--- src/rtl/lfsr_run_ctrl.sv ---
// Run controller for the 22-bit XNOR LFSR: seeds it, gates its shift enable,
// measures the period up to max_tick and counts detector hits over the run.
module lfsr_run_ctrl #(
  parameter int unsigned CNT_W   = 23,
  parameter int unsigned EXP_LEN = 4194303,
  parameter int unsigned TIMEOUT = 4194400,
  parameter int unsigned HIT_W   = 16
) (
  input  logic             clk,
  input  logic             rst_n,
  input  logic             start,
  input  logic             abort,
  input  logic             step_mode,
  input  logic             step,
  input  logic             max_tick,
  input  logic             det_hit,
  output logic             lfsr_rst,
  output logic             sh_en,
  output logic             busy,
  output logic             done,
  output logic             timeout,
  output logic             aborted,
  output logic             period_ok,
  output logic [CNT_W-1:0] cycle_cnt,
  output logic [HIT_W-1:0] hit_cnt
);

  typedef enum logic [1:0] {
    IDLE = 2'd0,
    SEED = 2'd1,
    RUN  = 2'd2,
    DONE = 2'd3
  } state_t;

  localparam logic [CNT_W-1:0] EXP_CNT = CNT_W'(EXP_LEN);
  localparam logic [CNT_W-1:0] TO_CNT  = CNT_W'(TIMEOUT);

  state_t state;
  logic   end_tick;
  logic   at_timeout;

  // max_tick is stale from the pre-seed LFSR state until the first shift lands
  always_comb begin
    end_tick   = max_tick & (cycle_cnt != '0);
    at_timeout = (cycle_cnt == TO_CNT);
    sh_en      = (state == RUN) & ~abort & ~end_tick & ~at_timeout & (~step_mode | step);
  end

  always_ff @(posedge clk or negedge rst_n) begin
    if (!rst_n) begin
      state     <= IDLE;
      lfsr_rst  <= 1'b0;
      busy      <= 1'b0;
      done      <= 1'b0;
      timeout   <= 1'b0;
      aborted   <= 1'b0;
      period_ok <= 1'b0;
      cycle_cnt <= '0;
      hit_cnt   <= '0;
    end else begin
      done     <= 1'b0;
      lfsr_rst <= 1'b0;
      case (state)
        IDLE: begin
          if (start) begin
            state    <= SEED;
            lfsr_rst <= 1'b1;
            busy     <= 1'b1;
          end
        end
        SEED: begin
          state     <= RUN;
          cycle_cnt <= '0;
          hit_cnt   <= '0;
          timeout   <= 1'b0;
          aborted   <= 1'b0;
          period_ok <= 1'b0;
        end
        RUN: begin
          if (sh_en) begin
            cycle_cnt <= cycle_cnt + CNT_W'(1);
            if (det_hit && (hit_cnt != '1))
              hit_cnt <= hit_cnt + HIT_W'(1);
          end
          if (abort) begin
            state   <= IDLE;
            busy    <= 1'b0;
            aborted <= 1'b1;
          end else if (end_tick) begin
            state     <= DONE;
            done      <= 1'b1;
            period_ok <= (cycle_cnt == EXP_CNT);
          end else if (at_timeout) begin
            state   <= DONE;
            done    <= 1'b1;
            timeout <= 1'b1;
          end
        end
        DONE: begin
          state <= IDLE;
          busy  <= 1'b0;
        end
        default: begin
          state <= IDLE;
          busy  <= 1'b0;
        end
      endcase
    end
  end

endmodule
--- config.mk ---
export PLATFORM = sky130hd
export DESIGN_NAME = lfsr_run_ctrl
export DESIGN_NICKNAME = d
export VERILOG_FILES = /design/src/rtl/lfsr_run_ctrl.sv
export SDC_FILE = /design/constraint.sdc
export NUM_CORES = 1
export LEC_CHECK = 0
export CORE_UTILIZATION = 45
export CTS_CLUSTER_SIZE = 14
export DETAILED_ROUTE_END_ITERATION = 8
export GPL_TIMING_DRIVEN = 1
export PLACE_DENSITY = 0.71
export REMOVE_ABC_BUFFERS = 1
export SLEW_MARGIN = 40
export SYNTH_ARGS = -nofsm -noshare
export SYNTH_HDL_FRONTEND = slang
export SYNTH_SLANG_ARGS = --single-unit
--- constraint.sdc ---
create_clock -name clk -period 2.9 [get_ports clk]
set_input_delay 0.435 -clock clk [delete_from_list [all_inputs] [get_ports clk]]
set_output_delay 0.435 -clock clk [all_outputs]
set_load 0.01 [all_outputs]
---- Word level (Yosys, flattened, before mapping) ----
Cells that the tools add are included.
storage, ports and cells
  input port bits ......................... 8
  flip-flop bits (word level) ............. 47
  logic and storage cells ................. 76
operators by class
  mux-type cells .......................... 28
  bitwise operators ....................... 10
  equal/unequal tests ..................... 15
  reduce and logical (&&, ||, !) cells .... 12
  $add $sub $neg .......................... 2
operators with widths
  cell                                                   count
  case mux 23 bit (2 select lines)                       1
  2-to-1 mux 16 bit                                      2
  case mux 16 bit (2 select lines)                       1
  adder 23 x 1 -> 23 bit, second input constant          1
  equality test 23 x 22 -> 1 bit, second input constant  1
  equality test 23 bit, second input constant            1
  2-to-1 mux 23 bit                                      1
  nonzero test 23 bit                                    1
  adder 16 x 1 -> 16 bit, second input constant          1
  inequality test 16 bit, second input constant          1
  2-to-1 mux 1 bit                                       14
  inequality test 2 bit, second input constant           7
  AND reduction 3 bit                                    3
  2-to-1 mux 2 bit                                       4
  case mux 2 bit (4 select lines)                        1
  case mux 1 bit (2 select lines)                        3
  AND reduction 2 bit                                    3
  bitwise AND 1 bit                                      5
  equality test 2 bit, second input constant             2
  inequality test 4 bit, second input constant           1
  inverter 1 bit                                         4
  AND reduction 4 bit                                    1
  case mux 1 bit (3 select lines)                        1
  nonzero test 3 bit                                     1
  other kinds (6)                                        6

---- Depth between registers and ports, before layout ----
  depth after elaboration ................. 8
  mapped depth ............................ 12
  depth with buffers taken out ............ 9

---- Worst setup path after synthesis ----
OpenSTA, ideal clock, no wires.
  kind .................................... flip-flop to flip-flop
  from .................................... reg state[0]
  to ...................................... reg cycle_cnt[17]
  arrival ................................. 2422 ps
  stages on the path, launching flop included .. 10
  setup slack ............................. 357 ps
  setup time .............................. 120 ps
  cells stage by stage .................... dfrtp_1 inv_1 ha_1 buf_2 nor2b_1 nand2_1 or4_1 nor3_1 a31oi_1 a41o_1
between the ends
  cells in the longest elaborated chain, start to end .. 7
  elaborated cells between the ends (all ways) .. 10
RTL lines
  item                                    line    RTL
  from (decl)                             38      state_t state;
  from (signal assigned)                  51      state <= IDLE;
  from (signal assigned)                  66      state <= SEED;
  from (signal assigned)                  72      state <= RUN;
  equality test 2 bit                     46, 63
  bitwise AND 1 bit (4 in series)         46      sh_en = (state == RUN) & ~abort & ~end_tick & ~at_timeout & (~step_mode | step);
  inequality test 2 bit (no source line)  --
  AND reduction 2 bit (no source line)    --
  to (signal assigned)                    81      cycle_cnt <= cycle_cnt + CNT_W'(1);
  to (decl)                               24      output logic [CNT_W-1:0] cycle_cnt,
Several ways; a longest one is shown, not always the timed one.
A chain may end at the register's enable or synchronous reset.

---- Worst setup path after layout ----
  from .................................... reg cycle_cnt[19]
  to ...................................... out sh_en
between the ends
  cells in the longest elaborated chain, start to end .. 6
  elaborated cells between the ends (all ways) .. 8
RTL lines
  item                                 line  RTL
  nonzero test 23 bit                  44    end_tick = max_tick & (cycle_cnt != '0);
  bitwise AND 1 bit                    44
  inverter 1 bit                       46
  bitwise AND 1 bit                    46
  bitwise AND 1 bit (*) (2 in series)  46
  to (decl)                            18    output logic sh_en,
Every way passes the cells marked *; elsewhere a longest branch is shown, timed or not.

==> flow_summary.rst <==
.. list-table::
   :header-rows: 1

   * - Metric
     - Value
   * - Result of the run
     - complete, no violations
   * - Library cell with the highest instance count after synthesis
     - dfrtp_1
   * - Combinational family with the most area after synthesis
     - simple AND/OR/NAND/NOR gates
   * - Setup Skew
     - 0.0124 ns
   * - CTS tree
     - built
   * - Most common library cells after synthesis
     - 47 x dfrtp_1, 32 x nand2_1, 26 x nor2_1
   * - Clk Latency, worst-skew pair
     - 0.31 ns
   * - Post-CTS clock slew at the launch and capture registers of the worst setup and hold paths
     - 0.10 ns
   * - Unrepaired setup endpoints after global routing
     - no
   * - Cell row count
     - 28
   * - Worst EP arrival
     - 2.33 ns
   * - Top FF cell, synth
     - dfrtp_1
   * - Buffers on Ports
     - 53
   * - Area of the die
     - 6660 µm²
   * - Compound-gate portion of the synthesized area
     - 15.9%
   * - First-pass GRT wire length
     - 12600 µm
   * - Proportion of power drawn by flip-flops and latches
     - 39.0%
   * - DRC
     - 0
   * - 1st-pass router iterations
     - 5
   * - Transition at the pin with the smallest max-transition slack
     - 0.659 ns
   * - Dominant cell type by area after synthesis
     - dfrtp_1
   * - Number of top-level design ports
     - 54
   * - Worst setup path class
     - flip-flop to primary output
   * - Switching portion of total power
     - 39.9%
   * - CTS H-Tree Depth
     - 2
   * - DR WL/cell
     - 16.0 µm
   * - Synthesized-area fraction occupied by xor and xnor cells
     - 3.07%
   * - Total Wirelength
     - 7490 µm
   * - Logic gate share of total power
     - 39.9%
   * - Overflow left after global routing
     - 0
   * - Netlist area before placement
     - 2850 µm²
   * - Number of enable flip-flop cells after synthesis
     - 0
   * - Final critical-path share of the clock period
     - 95.3%
   * - Clock buffer count from CTS
     - 5
   * - Achievable frequency
     - 0.362 GHz
   * - Leak pwr
     - 0.00156 µW
   * - Post-DRT Antenna Nets
     - 0
   * - Relative slew margins
     - 56.1%
   * - Vertical die dimension
     - 81.6 µm
   * - Maximum number of pins on one net before global-route repair
     - 30
   * - Tightest Hold Check Type
     - input pin to asynchronous set/reset pin
   * - Antenna cells
     - 0
   * - Cell internal pwr
     - 1150 µW
   * - Required time reported for the critical path endpoint
     - 2.47 ns
   * - Area share of the largest cell type after synthesis
     - 41.2%
   * - Crit path capture type
     - primary output
   * - Count of pins over their slew limit
     - 0
   * - Count of state elements after synthesis
     - 47
   * - Number of global-route vias before repair
     - 2614
   * - Starting density of the core
     - 47.3%
   * - Switching component of the power
     - 764 µW
   * - Number of sinks handled by clock tree synthesis
     - 47
   * - Async set-reset flop share out of synthesis
     - 100%
   * - Share of synthesized cell area in and, or, nand and nor gates
     - 30.3%
   * - Share of cell area taken by muxes after synthesis
     - 1.40%
   * - Final setup TNS
     - 0 ns
   * - Width of the chip
     - 81.6 µm
   * - Violation count after the first detailed-route iteration
     - 187
   * - Post-layout minimum cycle time
     - 2.76 ns
   * - Final net count
     - 410
   * - Cell Pwr Density
     - 519 nW/µm²
   * - Fraction of layout cells with a size suffix above 1
     - 10.9%
   * - Max rail drop VDD
     - 399 µV
   * - Number of buffers inserted by hold repair at cts
     - 0
   * - Library cells used by synthesis
     - 47
   * - Post-Route Utilization
     - 61.3%
   * - Count of max-cap constraint violations
     - 0
   * - Clock tree buffer depth
     - 2
   * - Synthesized-area fraction occupied by adder cells
     - 3.95%
   * - Area of the core region
     - 6030 µm²
   * - Antenna violations before repair
     - 0
   * - Seq/Total Area, Yosys
     - 41.2%
   * - Number of instances in the synthesized netlist
     - 321
   * - Final weighted congestion of routability-driven global placement
     - 0.834
   * - CP Launch Type
     - flip-flop
   * - Top fanout value on the critical path
     - 6
   * - Root Buffer Master
     - clkbuf_8
   * - Count of final setup violators
     - 0
   * - Vias after detailed routing
     - 2745
   * - Part of the total power dissipated in the clock network
     - 21.0%
   * - Syn_area_per_cell
     - 8.88 µm²
   * - Post-synthesis to final-layout area growth
     - 29.4%
   * - Drt via density
     - 5.87
   * - Number of warnings reported in the yosys synthesis log
     - 0
   * - HPWL after DPL
     - 5360 µm
   * - Final Hold Viols
     - 0
   * - Combined global-route utilization of all metal layers
     - 24.6%
   * - Top cells by area, synth
     - dfrtp_1 41%, nand2_1 4.2%, nand3_1 4.0%
final timing paths:
| path | start | endpoint | slack (ns) | depth (start not counted) |
|---|---|---|---|---|
| worst max-delay path | cycle_cnt[19] | sh_en | 0.14 | 6 |
| worst min-delay path | rst_n | busy | 0.15 | 1 |
| worst max register to register | cycle_cnt[1] | hit_cnt[4] | 0.17 | 11 |
| worst min register to register | timeout | timeout | 0.49 | 1 |
| max in group asynchronous | rst_n | hit_cnt[0] | 2.03 | 2 |
| min in group clk | timeout | timeout | 0.49 | 1 |
cell usage in the layout (no fill, tap or decap), types with 3 or more instances in the layout:
master           count
a21o_1               3
a21oi_1             11
a31oi_1              9
a41o_1               4
and2_1               4
and3_1               8
and4_1               5
buf_4               27
clkbuf_8             5
clkdlybuf4s50_1     51
dfrtp_1             47
ha_1                 9
inv_1               11
mux2i_1              4
nand2_1             32
nand2b_1             4
nand3_1             23
nand4_1             11
nor2_1              26
nor2b_1              7
nor3_1              14
nor4_1               7
o211ai_1             4
o21ai_0              5
o221ai_1             3
o31ai_1              9
or3_1                5
or4_1                7
xnor2_1             10
metrics by stage:
stage               total power [µW]  area [µm²]  hold WS (ns)  setup WS [ns]  cells
finish                          1910        3690         0.148          0.136    468
global route                    2050        3690         0.189        0.00160    468
CTS                             1920        3690         0.168          0.137    468
detailed placement              1520        3600         0.469          0.174    460
global placement                1510        3600         0.461          0.242    460
floorplan                       1180        2780         0.139         0.0356    306
what timing repair did:
action,CTS,global route
setup endpoints to repair,1,0
buffers inserted,1,0
gates resized for setup,2,0
state kept, by name, indices dropped and copies added, names as in the netlist:
register	flops
state	2
period_ok	1
aborted	1
cycle_cnt	23
done	1
lfsr_rst	1
hit_cnt	16
busy	1
timeout	1
layer usage:
metal,part of all wire (%),track usage (%),vias to the layer above
li1,-,-,1336
met1,48,36.1,1314
met2,45,38.2,82
met3,5.4,3.78,13
met4,1.1,5.61,0
met5,0,0,-
power by group through the flow:
stage	Sequential (µW)	Clock (µW)	Combinational (µW)
CTS	747	406	766
floorplan	775	0	407
detailed placement	761	0	757
global route	756	432	861
global placement	758	0	748
finish	747	403	764
critical path, stage by stage (launching register included):
cell           delay, ns
dfrtp_1             0.38
or4_1               0.57
or3_1               0.44
o21ai_2             0.14
or2_1               0.15
inv_2               0.07
dlygate4sd2_1       0.28
kinds of logic (layout without fill, tap and decap cells):
logic type	count (synthesis)	in the layout
buffers and inverters	28	100
muxes	4	4
DFF	47	47
and+or+nand+nor	160	160
adders and majority gates	9	9
xor gates and xnor gates	10	10
AOI/OAI and AO/OA	63	63
final cells by class:
type	count	area, µm²
Inverter	13	48.8
Multi-Input combinational cell	246	1560
Clock inverter	2	13.8
Clock buffer	5	68.8
Fill cell	530	2330
Timing Repair Buffer	80	727
Sequential cell	47	1180
Tap cell	75	93.8
No activity file was read; power rests on OpenSTA's default activity.
